[config.mk]
export PLATFORM = sky130hd
export DESIGN_NAME = pin_debounce
export DESIGN_NICKNAME = d
export VERILOG_FILES = /design/src/rtl/pin_debounce.sv
export SDC_FILE = /design/constraint.sdc
export NUM_CORES = 1
export LEC_CHECK = 0
export CAP_MARGIN = 20
export CORE_MARGIN = 5
export CORE_UTILIZATION = 50
export DETAILED_ROUTE_END_ITERATION = 12
export PLACE_DENSITY = 0.73
export SLEW_MARGIN = 15
export SYNTH_ARGS = -nofsm -noshare
export SYNTH_HDL_FRONTEND = slang
export SYNTH_SLANG_ARGS = --single-unit
[constraint.sdc]
create_clock -name CLK -period 2.66 [get_ports CLK]
set_input_delay 0.532 -clock CLK [delete_from_list [all_inputs] [get_ports CLK]]
set_output_delay 0.532 -clock CLK [all_outputs]
set_load 0.05 [all_outputs]
[src/rtl/pin_debounce.sv]
// -----------------------------------------------------------------------------
// pin_debounce
//
// Input conditioner for the J1 header pins. Every bit of the raw pin bus is
// brought into the CLK domain through a SYNC_STAGES-deep flop chain and then
// filtered by its own stability counter. O only changes after the synchronized
// level has disagreed with it for DEBOUNCE_CYCLES consecutive counted edges.
// Any return to the current O value clears the partial count. The per-bit
// RISE/FALL strobes and the bus-level CHANGED strobe are registered, so they
// line up with the cycle in which O shows its new value.
//
// Ports:
//   CLK      in   1      single clock; all state updates on its rising edge
//   RESETN   in   1      asynchronous active-low reset (release synchronous)
//   CE       in   1      count enable; low holds counters and O, and blanks
//                        the strobes, while the synchronizer keeps shifting
//   I        in   WIDTH  raw asynchronous pin inputs
//   O        out  WIDTH  debounced stable value
//   RISE     out  WIDTH  one-cycle pulse per bit when O[n] goes 0->1
//   FALL     out  WIDTH  one-cycle pulse per bit when O[n] goes 1->0
//   CHANGED  out  1      one-cycle pulse when any bit of O flips
// -----------------------------------------------------------------------------
module pin_debounce #(
  parameter int              WIDTH           = 8,
  parameter int              SYNC_STAGES     = 2,
  parameter int              DEBOUNCE_CYCLES = 16,
  parameter logic [WIDTH-1:0] RESET_VALUE    = '0
) (
  input  logic             CLK,
  input  logic             RESETN,
  input  logic             CE,
  input  logic [WIDTH-1:0] I,
  output logic [WIDTH-1:0] O,
  output logic [WIDTH-1:0] RISE,
  output logic [WIDTH-1:0] FALL,
  output logic             CHANGED
);

  // Counter width is max(1, clog2(DEBOUNCE_CYCLES)); terminal count is
  // DEBOUNCE_CYCLES-1, so the counter never needs to represent D itself.
  localparam int              CNT_W  = (DEBOUNCE_CYCLES > 2) ? $clog2(DEBOUNCE_CYCLES) : 1;
  localparam logic [CNT_W-1:0] CNT_TC = CNT_W'(DEBOUNCE_CYCLES - 1);

  // Elaboration-time guards on the legal parameter ranges.
  if (SYNC_STAGES < 2 || SYNC_STAGES > 4) begin : g_bad_sync
    $error("pin_debounce: SYNC_STAGES must be in 2..4");
  end
  if (DEBOUNCE_CYCLES < 1) begin : g_bad_deb
    $error("pin_debounce: DEBOUNCE_CYCLES must be >= 1");
  end

  logic [WIDTH-1:0] sync_q [SYNC_STAGES];
  logic [WIDTH-1:0] s;

  logic [WIDTH-1:0] o_q, o_d;
  logic [WIDTH-1:0] rise_q, rise_d;
  logic [WIDTH-1:0] fall_q, fall_d;
  logic             changed_q, changed_d;

  // ---------------------------------------------------------------------------
  // Synchronizer: plain shift chain, nothing between stages so every stage
  // gets a full cycle to resolve metastability.
  // ---------------------------------------------------------------------------
  always_ff @(posedge CLK or negedge RESETN) begin
    if (!RESETN) begin
      for (int i = 0; i < SYNC_STAGES; i++) begin
        sync_q[i] <= RESET_VALUE;
      end
    end else begin
      sync_q[0] <= I;
      for (int i = 1; i < SYNC_STAGES; i++) begin
        sync_q[i] <= sync_q[i-1];
      end
    end
  end

  assign s = sync_q[SYNC_STAGES-1];

  // ---------------------------------------------------------------------------
  // Per-bit stability counters. Each bit is fully independent.
  // ---------------------------------------------------------------------------
  for (genvar n = 0; n < WIDTH; n++) begin : g_bit
    logic [CNT_W-1:0] cnt_q, cnt_d;

    always_comb begin
      cnt_d     = cnt_q;
      o_d[n]    = o_q[n];
      rise_d[n] = 1'b0;
      fall_d[n] = 1'b0;
      if (CE) begin
        if (s[n] == o_q[n]) begin
          // Level agrees with O: any partial count is a glitch, drop it.
          cnt_d = '0;
        end else if (cnt_q == CNT_TC) begin
          o_d[n]    = s[n];
          cnt_d     = '0;
          rise_d[n] = s[n];
          fall_d[n] = ~s[n];
        end else begin
          cnt_d = cnt_q + CNT_W'(1);
        end
      end
    end

    always_ff @(posedge CLK or negedge RESETN) begin
      if (!RESETN) begin
        cnt_q <= '0;
      end else begin
        cnt_q <= cnt_d;
      end
    end
  end

  assign changed_d = |(rise_d | fall_d);

  // ---------------------------------------------------------------------------
  // Output registers: O and the strobes update on the same edge, so a strobe
  // is visible exactly in the first cycle that O carries its new value.
  // ---------------------------------------------------------------------------
  always_ff @(posedge CLK or negedge RESETN) begin
    if (!RESETN) begin
      o_q       <= RESET_VALUE;
      rise_q    <= '0;
      fall_q    <= '0;
      changed_q <= 1'b0;
    end else begin
      o_q       <= o_d;
      rise_q    <= rise_d;
      fall_q    <= fall_d;
      changed_q <= changed_d;
    end
  end

  assign O       = o_q;
  assign RISE    = rise_q;
  assign FALL    = fall_q;
  assign CHANGED = changed_q;

endmodule

==> impl_metrics.py, run 1 <==
metrics = {
    "outcome": {
        "outcome": "finished clean",
    },
    "yosys": {
        "synthAdderAreaFrac_pct": 3.29,
        "ys_ff_latch": 73,
        "syn_inst": 270,
        "synth_area_um2": 3040,
        "synth-edff-count": 0,
        "synth_compound_area_share_pct": 9.54,
        "yosysWarnings": 0,
        "ys_types": 32,
        "synth-xor-area-share_pct": 2.59,
        "async_reset_ff_share_pct": 100,
        "synth.avg_cell_area_um2": 11.3,
        "syn-num-nets": 289,
        "synth_top_family_by_area": "simple AND/OR/NAND/NOR gates",
        "muxShareOfSynthArea_pct": 5.22,
        "yosysSeqAreaShare_pct": 60.1,
        "synthSimpleGateAreaFrac_pct": 16.3,
        "synthFlopType": "dfrtp_1",
    },
    "floorplanning": {
        "core_um2": 5920,
        "die-area_um2": 7740,
        "rows": 28,
        "die_y_um": 88.0,
        "die_w_um": 88.0,
        "io_pins": 36,
        "initial_core_util_pct": 51.4,
    },
    "routing": {
        "via_per_inst": 5.16,
        "ant_nets": 0,
        "dr.pass1.iters": 4,
        "routed_wl_um": 5260,
        "drt_iter0_drc": 68,
        "vias": 2012,
        "routedWlPerCell_um": 13.5,
        "drc_errors": 0,
    },
    "run": {
        "maxCapViolCount": 0,
    },
    "hold_path": {
        "hp-class": "in2async",
    },
    "pwr": {
        "leakagePower_uw": 0.00177,
        "peakVddDrop_mv": 0.330,
        "finalPower_uw": 2170,
        "power_per_cell_area_nw_per_um2": 595,
    },
    "final_layout": {
        "seqCellArea_um2": 1830,
        "multi_input_area_um2": 1120,
        "num-fill-cells": 491,
        "num_antenna_cells": 0,
        "drive_above_1_share_pct": 8.57,
        "layout.nets": 333,
        "synthToLayoutAreaGrowth_pct": 19.9,
        "fin_area_um2": 3650,
        "instances_no_fill": 390,
    },
    "cts": {
        "cts_resized": 0,
        "root_buffer": "clkbuf_8",
        "cts_tree": "done",
        "clk_latency_ps": 340,
        "cts.clk_slew.worst_paths_ps": 70,
        "hold_buffers": 0,
        "clock_sinks": 73,
        "cts_htree_levels": 3,
        "clock_path_buffers": 2,
        "cts_buffers": 9,
        "cts_setup_buffers": 0,
    },
    "sta": {
        "slew_violations": 0,
        "max_slew.worst_pin.slew_ps": 508,
        "rsz0062_at_grt": "no",
        "final-setup-viol-count": 0,
        "finalCritPeriodShare_pct": 79.6,
        "relSlewSlack_pct": 66.0,
        "hold_violations": 0,
        "finalSetupTns_ps": 0,
        "fmax_ghz": 0.472,
        "period_needed_ps": 2120,
        "setup_slack_ps": 543,
        "fin_worst_skew_ps": 10.1,
    },
    "worst_setup_path": {
        "r2r_cells": 5,
        "path_buf_inv": 1,
        "worstPathCellList": "clkdlybuf4s50_1",
        "cp_slowest_cell": "clkdlybuf4s50_1",
        "r2r_end": "CHANGED",
        "reg2reg_from": "g_bit[4].cnt_q[0]",
        "start_kind": "flop",
        "slowest_delay_ps": 830,
        "critPathRequiredTime_ps": 2130,
        "crit_family": "buffers and inverters",
        "arrival_ps": 1580,
        "crit_type": "reg2out",
        "end_kind": "output port",
        "r2r_slack_ps": 960,
        "crit_path_max_fanout": 3,
    },
    "grt": {
        "grt_start_max_net_pins": 40,
        "grt_remaining_overflow": 0,
        "grt_pass1_vias": 1988,
        "grt_pass1_wl_um": 9150,
        "antenna_found_initial": 0,
        "gr-usage-all-layers_pct": 15.7,
    },
    "placement": {
        "port_buffers": 35,
        "placed_area_um2": 3490,
        "dp.cells": 378,
        "place_hpwl_um": 3740,
        "dp_slack_ps": 534,
        "gp_congestion": 0.843,
    },
}
-- registers in the layout (all words and copies together), names as in the netlist --
name / flops
FALL: 8
sync_q: 8
O: 8
g_bit.cnt_q: 32
CHANGED: 1
s: 8
RISE: 8
-- Yosys cell counts, types with 9 or more instances --
cell / number / area [µm²]
dfrtp_1: 73 / 1830
nand3_1: 18 / 90.1
a21o_1: 9 / 67.6
o21ai_0: 15 / 75.1
nand2_1: 22 / 82.6
inv_1: 15 / 56.3
a21oi_1: 9 / 45.0
nor2_1: 16 / 60.1
and3_1: 10 / 62.6
-- where the power goes --
part / total [µW] / internal (µW) / switching, µW
Combinational: 195 / 92.1 / 103
Sequential: 1250 / 1180 / 72.0
Clock: 724 / 367 / 357
Total: 2170 / 1640 / 531
-- routing by layer --
layer  global-route usage (%)  wire, µm
met5                        0         0
met4                     9.34       118
met3                     3.29       166
met2                     23.5      2530
met1                     20.9      2450
-- stage by stage --
stage                     utilization, %  hold slack [ps]
after floorplan                        -              236
after global placement              58.9              331
after detailed placement            58.9              335
after CTS                           61.6              122
after global routing                61.6              142
final                               61.6              119
-- cells by family after synthesis --
group	count (synthesis)
muxes	15
buffers and inverters	21
adders and majority gates	8
xor gates and xnor gates	9
DFF	73
and+or+nand+nor	97
AOI/OAI and AO/OA	47
-- how the worst max path moves through the flow --
stage,slack (ps),endpoint,from,cells past startpoint
after CTS,530,O[4],O[4],1
after global placement,570,CHANGED,CE,6
final,540,O[4],O[4],1
after floorplan,1030,CHANGED,O[2],4
after global routing,480,O[4],O[4],1
after detailed placement,530,CHANGED,CE,6
-- cell type report --
cell class	count	share of cell area, %
Multi-Input combinational cell	176	30.9
Clock buffer	11	4.15
Sequential cell	73	50.1
Timing Repair Buffer	39	10.6
Tap cell	75	2.57
Inverter	15	1.54
Clock inverter	1	0.137
-- layout by cell type (no fill, tap or decap), types with 8 or more instances in the layout --
cell type	instances
nand2_1	22
xor2_1	8
nand2b_1	8
clkbuf_8	11
dfrtp_1	73
a21o_1	9
ha_1	8
and2_1	8
nor2_1	16
and3_1	10
nand3_1	18
mux2i_1	8
o21ai_0	15
a21oi_1	9
clkdlybuf4s50_1	34
inv_1	15
No activity file was read; power rests on OpenSTA's default activity.
==> run 2, diff against run 1 <==
clock period = 2.1 ns   (was 2.66 ns; I/O delays follow)
==> impl_metrics.py, run 2 (synthesized netlist as in run 1, its figures left out) <==
metrics = {
    "outcome": {
        "outcome": "finished clean",
    },
    "sta": {
        "fin_worst_skew_ps": 11.3,
        "relSlewSlack_pct": 66.5,
        "period_needed_ps": 1990,
        "slew_violations": 0,
        "final-setup-viol-count": 0,
        "finalCritPeriodShare_pct": 94.6,
        "finalSetupTns_ps": 0,
        "hold_violations": 0,
        "rsz0062_at_grt": "no",
        "max_slew.worst_pin.slew_ps": 500,
        "fmax_ghz": 0.504,
    },
    "grt": {
        "grt_pass1_vias": 2071,
        "grt_remaining_overflow": 0,
        "antenna_found_initial": 0,
        "grt_pass1_wl_um": 9200,
        "gr-usage-all-layers_pct": 15.6,
        "grt_start_max_net_pins": 74,
    },
    "worst_setup_path": {
        "critPathRequiredTime_ps": 1680,
        "r2r_cells": 5,
        "r2r_slack_ps": 400,
        "start_kind": "flop",
        "crit_path_max_fanout": 3,
        "crit_family": "buffers and inverters",
        "r2r_end": "CHANGED",
        "reg2reg_from": "g_bit[5].cnt_q[0]",
        "end_kind": "output port",
        "cp.depth": 1,
        "worstPathCellList": "clkdlybuf4s50_1",
        "path_buf_inv": 1,
        "arrival_ps": 1570,
        "crit_type": "reg2out",
        "cp-endpoint": "O[5]",
        "slowest_delay_ps": 820,
        "cp_slowest_cell": "clkdlybuf4s50_1",
        "cp-startpoint": "O[5]",
    },
    "cts": {
        "hold_buffers": 0,
        "cts_resized": 0,
        "cts.clk_slew.worst_paths_ps": 80,
        "cts_buffers": 9,
        "cts_setup_buffers": 0,
        "clock_path_buffers": 2,
        "clock_sinks": 73,
        "cts_tree": "done",
        "clk_latency_ps": 340,
        "cts_htree_levels": 3,
        "root_buffer": "clkbuf_8",
    },
    "pwr": {
        "peakVddDrop_mv": 0.481,
        "power_per_cell_area_nw_per_um2": 856,
        "finalPower_uw": 3220,
        "leakagePower_uw": 0.00182,
    },
    "routing": {
        "routed_wl_um": 5190,
        "drc_errors": 0,
        "via_per_inst": 5.15,
        "vias": 2029,
        "drt_iter0_drc": 95,
        "dr.pass1.iters": 4,
        "ant_nets": 0,
        "routedWlPerCell_um": 13.2,
    },
    "placement": {
        "port_buffers": 35,
        "gp_congestion": 0.840,
        "place_hpwl_um": 3580,
    },
    "final_layout": {
        "layout.nets": 333,
        "top_register": "g_bit.cnt_q",
        "drive_above_1_share_pct": 9.72,
        "final_common_cell": "dfrtp_1",
        "synthToLayoutAreaGrowth_pct": 23.8,
        "fin_util_pct": 63.6,
        "final_cell_mix": "dfrtp_1, clkdlybuf4s50_1, nand2_1",
        "largest_register_ffs": 32,
        "num_antenna_cells": 0,
    },
    "floorplanning": {
        "rows": 28,
        "io_pins": 36,
        "die_w_um": 88.0,
        "die_y_um": 88.0,
        "die-area_um2": 7740,
        "initial_core_util_pct": 51.4,
        "core_um2": 5920,
    },
    "hold_path": {
        "hp-class": "in2async",
    },
    "run": {
        "maxCapViolCount": 0,
    },
}
[run 2: report_power, final]
| part | internal (µW) | switching (µW) |
|---|---|---|
| logic | 118 | 130 |
| registers | 1490 | 91.5 |
| clock network | 887 | 505 |
| total | 2500 | 726 |
[run 2: area by class of cell]
cell class / count / area, µm²
repair buffers: 39 / 400
clock buffers: 12 / 165
fillers: 469 / 2160
clock inverters: 4 / 97.6
inverters: 15 / 56.3
well taps: 75 / 93.8
flip-flops and latches: 73 / 1830
multi-input cells: 176 / 1120
[run 2: worst min-delay path by stage]
stage | from | end | slack (ps) | cells past startpoint
detailed placement | sync_q[9] | s[1] | 340 | 0
CTS | RESETN | RISE[3] | 110 | 2
floorplan | RESETN | CHANGED | 120 | 0
global placement | sync_q[8] | s[0] | 330 | 0
global route | RESETN | g_bit[5].cnt_q[2] | 130 | 2
finish | RESETN | RISE[3] | 90 | 2
[run 2: metal layers]
layer  track usage (%)  vias to the layer above  wire, µm
li1                  -                     1007         -
met1              19.7                      989      2390
met2              25.1                       23      2520
met3              3.67                       10       168
met4              7.95                        0       112
met5                 0                        -         0
[run 2: per-stage QoR]
step                      instances  worst slack (ps)  hold WS [ps]  instance area [µm²]
after global routing            394              55.9           133                 3760
after detailed placement        378               153           336                 3500
after global placement          378               169           333                 3500
final                           394               114          93.1                 3760
after floorplan                 270               471           124                 3040
after CTS                       394              92.9           110                 3760
